**src/rtl/tdm_tx_multi.sv**
```systemverilog
// Multi-channel TDM serial transmitter. It derives the bit clock from the master clock and
// shifts packed frames out MSB-first into fixed-width slots, free-running.
module tdm_tx_multi #(
  parameter int G_BITS       = 16,
  parameter int G_SLOT_BITS  = 32,
  parameter int G_CHANNELS   = 8,
  parameter int G_SCLK_DIV   = 2,
  parameter int G_FSYNC_MODE = 0
) (
  input  logic                           in_mclk,
  input  logic                           in_reset,
  input  logic [G_CHANNELS*G_BITS-1:0]   in_frame,
  input  logic                           in_frame_strobe,
  output logic                           out_mclk,
  output logic                           out_sclk,
  output logic                           out_fclk,
  output logic                           out_dout,
  output logic                           out_underrun,
  output logic                           out_overrun
);

  localparam int FB    = G_CHANNELS * G_SLOT_BITS;
  localparam int FW    = G_CHANNELS * G_BITS;
  localparam int DIV_W = (G_SCLK_DIV > 2) ? $clog2(G_SCLK_DIV) : 1;
  localparam int BIT_W = (FB > 1) ? $clog2(FB) : 1;
  localparam int OFF_W = (G_SLOT_BITS > 1) ? $clog2(G_SLOT_BITS) : 1;

  localparam logic [DIV_W-1:0] DIV_RISE = DIV_W'(G_SCLK_DIV / 2 - 1);
  localparam logic [DIV_W-1:0] DIV_LAST = DIV_W'(G_SCLK_DIV - 1);
  localparam logic [BIT_W-1:0] BIT_LAST = BIT_W'(FB - 1);
  localparam logic [OFF_W-1:0] OFF_LAST = OFF_W'(G_SLOT_BITS - 1);

  logic [DIV_W-1:0] div_cnt;
  logic [BIT_W-1:0] bit_cnt;
  logic [OFF_W-1:0] off_cnt;
  logic             pending;
  logic [FW-1:0]    hold_reg;
  logic [FW-1:0]    shift_reg;

  logic             rise_evt;
  logic             fall_evt;
  logic             frame_start;
  logic             load_now;
  logic             data_slot;
  logic             fclk_nxt;
  logic [BIT_W-1:0] bit_nxt;
  logic [OFF_W-1:0] off_nxt;
  logic [FW-1:0]    src_word;

  assign out_mclk = in_mclk;

  // Next-bit decode: the word feeding the serialiser is the freshly loaded
  // frame on the frame-start edge, so slot 0 MSB leaves on the load edge.
  always_comb begin
    rise_evt    = (div_cnt == DIV_RISE);
    fall_evt    = (div_cnt == DIV_LAST);
    frame_start = (bit_cnt == BIT_LAST);
    load_now    = fall_evt && frame_start;
    bit_nxt     = frame_start ? '0 : bit_cnt + 1'b1;
    off_nxt     = (frame_start || (off_cnt == OFF_LAST)) ? '0 : off_cnt + 1'b1;
    src_word    = frame_start ? (pending ? hold_reg : '0) : shift_reg;
    data_slot   = (int'(off_nxt) < G_BITS);
    fclk_nxt    = (G_FSYNC_MODE == 0) ? (bit_nxt == BIT_LAST) : (bit_nxt == '0);
  end

  always_ff @(posedge in_mclk) begin
    if (in_reset) begin
      div_cnt      <= '0;
      bit_cnt      <= BIT_LAST;
      off_cnt      <= OFF_LAST;
      pending      <= 1'b0;
      hold_reg     <= '0;
      shift_reg    <= '0;
      out_sclk     <= 1'b0;
      out_fclk     <= 1'b0;
      out_dout     <= 1'b0;
      out_underrun <= 1'b0;
      out_overrun  <= 1'b0;
    end else begin
      out_underrun <= 1'b0;
      out_overrun  <= 1'b0;
      div_cnt      <= fall_evt ? '0 : div_cnt + 1'b1;

      if (rise_evt) begin
        out_sclk <= 1'b1;
      end

      if (fall_evt) begin
        out_sclk <= 1'b0;
        bit_cnt  <= bit_nxt;
        off_cnt  <= off_nxt;
        out_fclk <= fclk_nxt;
        out_dout <= data_slot ? src_word[FW-1] : 1'b0;
        // Padding bits leave the shift register untouched.
        shift_reg <= data_slot ? (src_word << 1) : src_word;
        if (frame_start) begin
          pending      <= 1'b0;
          out_underrun <= ~pending;
        end
      end

      // A strobe on the load edge refills holding after the load has taken
      // the old content, so it is never an overrun.
      if (in_frame_strobe) begin
        hold_reg    <= in_frame;
        pending     <= 1'b1;
        out_overrun <= pending && !load_now;
      end
    end
  end

endmodule

```
**config.mk**
```make
export PLATFORM = sky130hd
export DESIGN_NAME = tdm_tx_multi
export DESIGN_NICKNAME = d
export VERILOG_FILES = /design/src/rtl/tdm_tx_multi.sv
export SDC_FILE = /design/constraint.sdc
export NUM_CORES = 1
export LEC_CHECK = 0
export CORE_MARGIN = 2
export CORE_UTILIZATION = 50
export CTS_CLUSTER_DIAMETER = 40
export CTS_CLUSTER_SIZE = 12
export DETAILED_ROUTE_END_ITERATION = 8
export GPL_ROUTABILITY_DRIVEN = 0
export PLACE_DENSITY = 0.76
export SYNTH_ARGS = -nofsm -noshare
export SYNTH_HDL_FRONTEND = slang
export SYNTH_SLANG_ARGS = --single-unit
```
**constraint.sdc**
```tcl
create_clock -name in_mclk -period 1.9 [get_ports in_mclk]
set_input_delay 0.19 -clock in_mclk [delete_from_list [all_inputs] [get_ports in_mclk]]
set_output_delay 0.19 -clock in_mclk [all_outputs]
set_load 0.02 [all_outputs]
```
==> parameters.txt <==
Parameter                              Value

Synthesis
  Area of the mapped netlist ... 11340 sq um
  Portion of the post-synthesis area used by sequential elements ... 48.70%
  Mean area per synthesized cell ... 8.997 sq um
  Net count after synthesis ... 1396
  FFs w/ async S/R, synth ... 0%
  Flops & latches, synth ... 276
  Flip-flop cell with the highest count after synthesis ... sky130_fd_sc_hd__dfxtp_1
  Cells after synthesis ... 1261
  Post-synthesis cell type count ... 44
  Number of enable-type register cells in the synthesized netlist ... 0
  Total of warnings raised by yosys ... 0

Global route
  Antenna violations before repair ... 0
  Pin count of the biggest net entering global routing ... 102
  Global-route wire length before repair ... 48.89 mm
  Overflow after GRT ... 0
  GRT Resource Usage Total ... 24.63%
  Number of global-route vias before repair ... 9671

STA
  Final period utilization ... 105.7%
  Max Transition Viols Final ... 0
  Unrepaired setup endpoints after global routing ... yes
  Worst Tran Pin Value ... 0.7238 ns
  Max_slew headroom ... 51.74%
  Final worst path period need ... 2.009 ns
  Worst setup slack after layout ... -0.1089 ns
  Final Hold Vio Count ... 0
  Worst clock skew ... 0.01783 ns
  Setup violators final ... 109
  Peak clock frequency supported by timing ... 497.8 MHz
  Sum Neg Setup Slack ... -7.344 ns
  Minimum hold slack ... 0.03483 ns

Clock tree
  TritonCTS clock tree ... built
  Post-CTS Hold Buffers ... 0
  Clk pin slew, worst setup/hold paths ... 0.06 ns
  Clock Latency Late Sink ... 0.63 ns

Floorplan
  Vert. Die Dim ... 154.6 microns
  X dimension of the die ... 154.6 microns
  Number of top-level pins ... 137
  Full die area ... 23910 sq um
  Cell Rows ... 55
  Effective utilization at floorplan ... 50.57%
  Placeable core region ... 22430 sq um

Routing
  WL per Instance ... 19.26 microns
  DRC violations left ... 0
  Vias per std cell ... 6.031
  Sum of routed wire length over all layers ... 32.49 mm
  Post-detailed-route count of antenna-violating nets ... 0
  First-iteration detailed-routing DRC count ... 884
  Via count ... 10170
  Number of iterations in the first detailed-routing pass ... 5

Critical path
  CP required ... 2.38 ns
  Type of the worst setup path ... reg -> reg
  Minimum setup slack among reg-to-reg paths ... -0.11 ns
  Destination of the worst register-to-register timing path ... shift_reg[80]
  Element type at the critical path start ... flip-flop
  Crit end category ... flip-flop
  Signal arrival time at the worst endpoint ... 2.49 ns
  R2R depth ... 9
  Destination of the critical timing path ... shift_reg[80]
  Critical Path Start ... off_cnt[0]
  Maximum fanout along the worst path ... 20
  Reg-to-reg startpoint ... off_cnt[0]

Pwr
  Maximum ir drop on the vdd rail ... 0.0005527 V
  PnR Total Power ... 19490 uW
  Areal power density over the cells ... 1217 nW/um^2
  Leak Pwr ... 0.005822 uW

Status
  Violations in the final reports ... setup timing
  Status ... finished with violations

Finish
  Number of diodes ... 0
  Fraction of final layout cells with drive strength greater than 1 ... 23.04%
  Synth-to-layout area growth ... 41.18%
  Post-layout net count ... 1511

Placement
  Buffers on Ports ... 136
  Pre-CTS setup slack ... -0.1659 ns
  Final HPWL from detailed placement ... 15.84 mm

Min path
  Worst min path class ... in -> reg

Job
  Max Cap Viol ... 0
[worst min path at each step]
stage,slack (ns),to,cells past startpoint,start
after floorplan,0.30,out_mclk,1,in_mclk
after global placement,0.46,shift_reg[69],2,shift_reg[68]
after detailed placement,0.47,out_fclk,1,out_fclk
after CTS,0.008,hold_reg[78],2,in_reset
after global routing,0.04,hold_reg[124],3,in_frame_strobe
final,0.03,hold_reg[78],2,in_reset
[through the flow]
step	std cells	instance area, sq um	util [%]
finish	1687	16020	71.39
global route	1687	16020	71.39
CTS	1683	15410	68.69
detailed placement	1588	13030	58.06
global placement	1588	13030	58.06
floorplan	1261	11350	-
[cell usage after synthesis (3+ instances only)]
cell | instances | share of area (%)
sky130_fd_sc_hd__nand2_1 | 134 | 4.4
sky130_fd_sc_hd__buf_1 | 3 | 0.099
sky130_fd_sc_hd__o21bai_1 | 3 | 0.20
sky130_fd_sc_hd__a21oi_1 | 134 | 5.9
sky130_fd_sc_hd__ha_1 | 4 | 0.44
sky130_fd_sc_hd__nand4_1 | 5 | 0.28
sky130_fd_sc_hd__buf_4 | 8 | 0.53
sky130_fd_sc_hd__o31ai_1 | 3 | 0.20
sky130_fd_sc_hd__a311oi_1 | 130 | 10
sky130_fd_sc_hd__nor2_1 | 133 | 4.4
sky130_fd_sc_hd__and3_1 | 4 | 0.22
sky130_fd_sc_hd__buf_2 | 43 | 1.9
sky130_fd_sc_hd__dfxtp_1 | 276 | 49
sky130_fd_sc_hd__nand3_1 | 130 | 5.7
sky130_fd_sc_hd__nand2b_1 | 3 | 0.17
sky130_fd_sc_hd__nor4_1 | 4 | 0.22
sky130_fd_sc_hd__clkbuf_1 | 80 | 2.6
sky130_fd_sc_hd__mux2i_1 | 128 | 11
sky130_fd_sc_hd__o21ai_0 | 4 | 0.18
[layer usage]
layer,vias to the layer above,share of wire [%],global-route usage (%)
met1,4946,44,33.35
met2,343,48,39.33
li1,4809,-,-
met3,76,5.1,4.315
met5,-,0,0
met4,0,2.9,9.656
[area by class of cell]
class                           instances  area [sq um]
Multi-Input combinational cell        846          6284
Fill cell                            1548          6417
Inverter                                3         11.26
Sequential cell                       276          5535
Clock inverter                         19         205.2
Tap cell                              285         356.6
Clock buffer                           50          1094
Timing Repair Buffer                  208          2531
[power by group]
group          internal (uW)  switching, uW
Combinational           2500           2920
Clock                   4490           2660
Sequential              6450            473
Total                  13400           6050
[logic make-up (layout without fill, tap and decap cells)]
kind of cell | count (synthesis) | count (layout) | synth area share, %
and+or+nand+nor | 427 | 427 | 16.50
AOI/OAI and AO/OA | 283 | 283 | 17.28
DFF | 276 | 276 | 48.70
buffers and inverters | 139 | 280 | 5.470
muxes | 128 | 128 | 11.29
adders and majority gates | 4 | 4 | 0.4412
xor gates and xnor gates | 4 | 4 | 0.3089
[cell usage in the layout (no fill, tap or decap), types with 2 or more instances in the layout]
cell type | netlist | routed
sky130_fd_sc_hd__mux2i_1 | 128 | 128
sky130_fd_sc_hd__a21oi_2 | 0 | 50
sky130_fd_sc_hd__nand2_1 | 134 | 134
sky130_fd_sc_hd__xor2_1 | 2 | 2
sky130_fd_sc_hd__clkbuf_1 | 80 | 4
sky130_fd_sc_hd__dfxtp_2 | 0 | 2
sky130_fd_sc_hd__nor4_1 | 4 | 4
sky130_fd_sc_hd__nand3_1 | 130 | 130
sky130_fd_sc_hd__buf_4 | 8 | 29
sky130_fd_sc_hd__o31ai_1 | 3 | 3
sky130_fd_sc_hd__o21ai_0 | 4 | 4
sky130_fd_sc_hd__buf_16 | 0 | 11
sky130_fd_sc_hd__buf_12 | 0 | 24
sky130_fd_sc_hd__a311oi_2 | 0 | 105
sky130_fd_sc_hd__clkinv_2 | 0 | 5
sky130_fd_sc_hd__dfxtp_4 | 0 | 2
sky130_fd_sc_hd__a211o_1 | 2 | 2
sky130_fd_sc_hd__inv_6 | 0 | 4
sky130_fd_sc_hd__a311oi_1 | 130 | 24
sky130_fd_sc_hd__xnor2_1 | 2 | 2
sky130_fd_sc_hd__nand3b_1 | 2 | 2
sky130_fd_sc_hd__clkdlybuf4s50_1 | 0 | 133
sky130_fd_sc_hd__clkinvlp_4 | 0 | 5
sky130_fd_sc_hd__inv_1 | 2 | 2
sky130_fd_sc_hd__dfxtp_1 | 276 | 272
sky130_fd_sc_hd__nand2b_1 | 3 | 3
sky130_fd_sc_hd__clkbuf_16 | 0 | 45
sky130_fd_sc_hd__and3_1 | 4 | 3
sky130_fd_sc_hd__nand4_1 | 5 | 5
sky130_fd_sc_hd__a21oi_1 | 134 | 71
sky130_fd_sc_hd__and4b_1 | 2 | 2
sky130_fd_sc_hd__clkbuf_8 | 0 | 6
sky130_fd_sc_hd__bufinv_16 | 0 | 3
sky130_fd_sc_hd__ha_4 | 0 | 3
sky130_fd_sc_hd__o21bai_1 | 3 | 3
sky130_fd_sc_hd__a21oi_4 | 0 | 13
sky130_fd_sc_hd__buf_6 | 2 | 4
sky130_fd_sc_hd__clkinv_4 | 0 | 2
sky130_fd_sc_hd__nor2_1 | 133 | 133
[critical path, cell delays in order (launching register included)]
cell,delay (ns)
sky130_fd_sc_hd__dfxtp_2,0.33
sky130_fd_sc_hd__ha_4,0.15
sky130_fd_sc_hd__and3_4,0.18
sky130_fd_sc_hd__ha_4,0.23
sky130_fd_sc_hd__nor2b_4,0.14
sky130_fd_sc_hd__buf_6,0.12
sky130_fd_sc_hd__a21oi_4,0.15
sky130_fd_sc_hd__buf_12,0.20
sky130_fd_sc_hd__clkbuf_16,0.23
sky130_fd_sc_hd__a311oi_2,0.11
[what timing repair did]
item,4_1_cts,5_1_grt
hold endpoints to repair,0,0
gates resized for setup,113,106
setup buffers,14,5
gates cloned,14,5
pin swaps,61,34
endpoints found under the setup margin,130,132
Note: power is estimated with default switching activity, not from simulation.
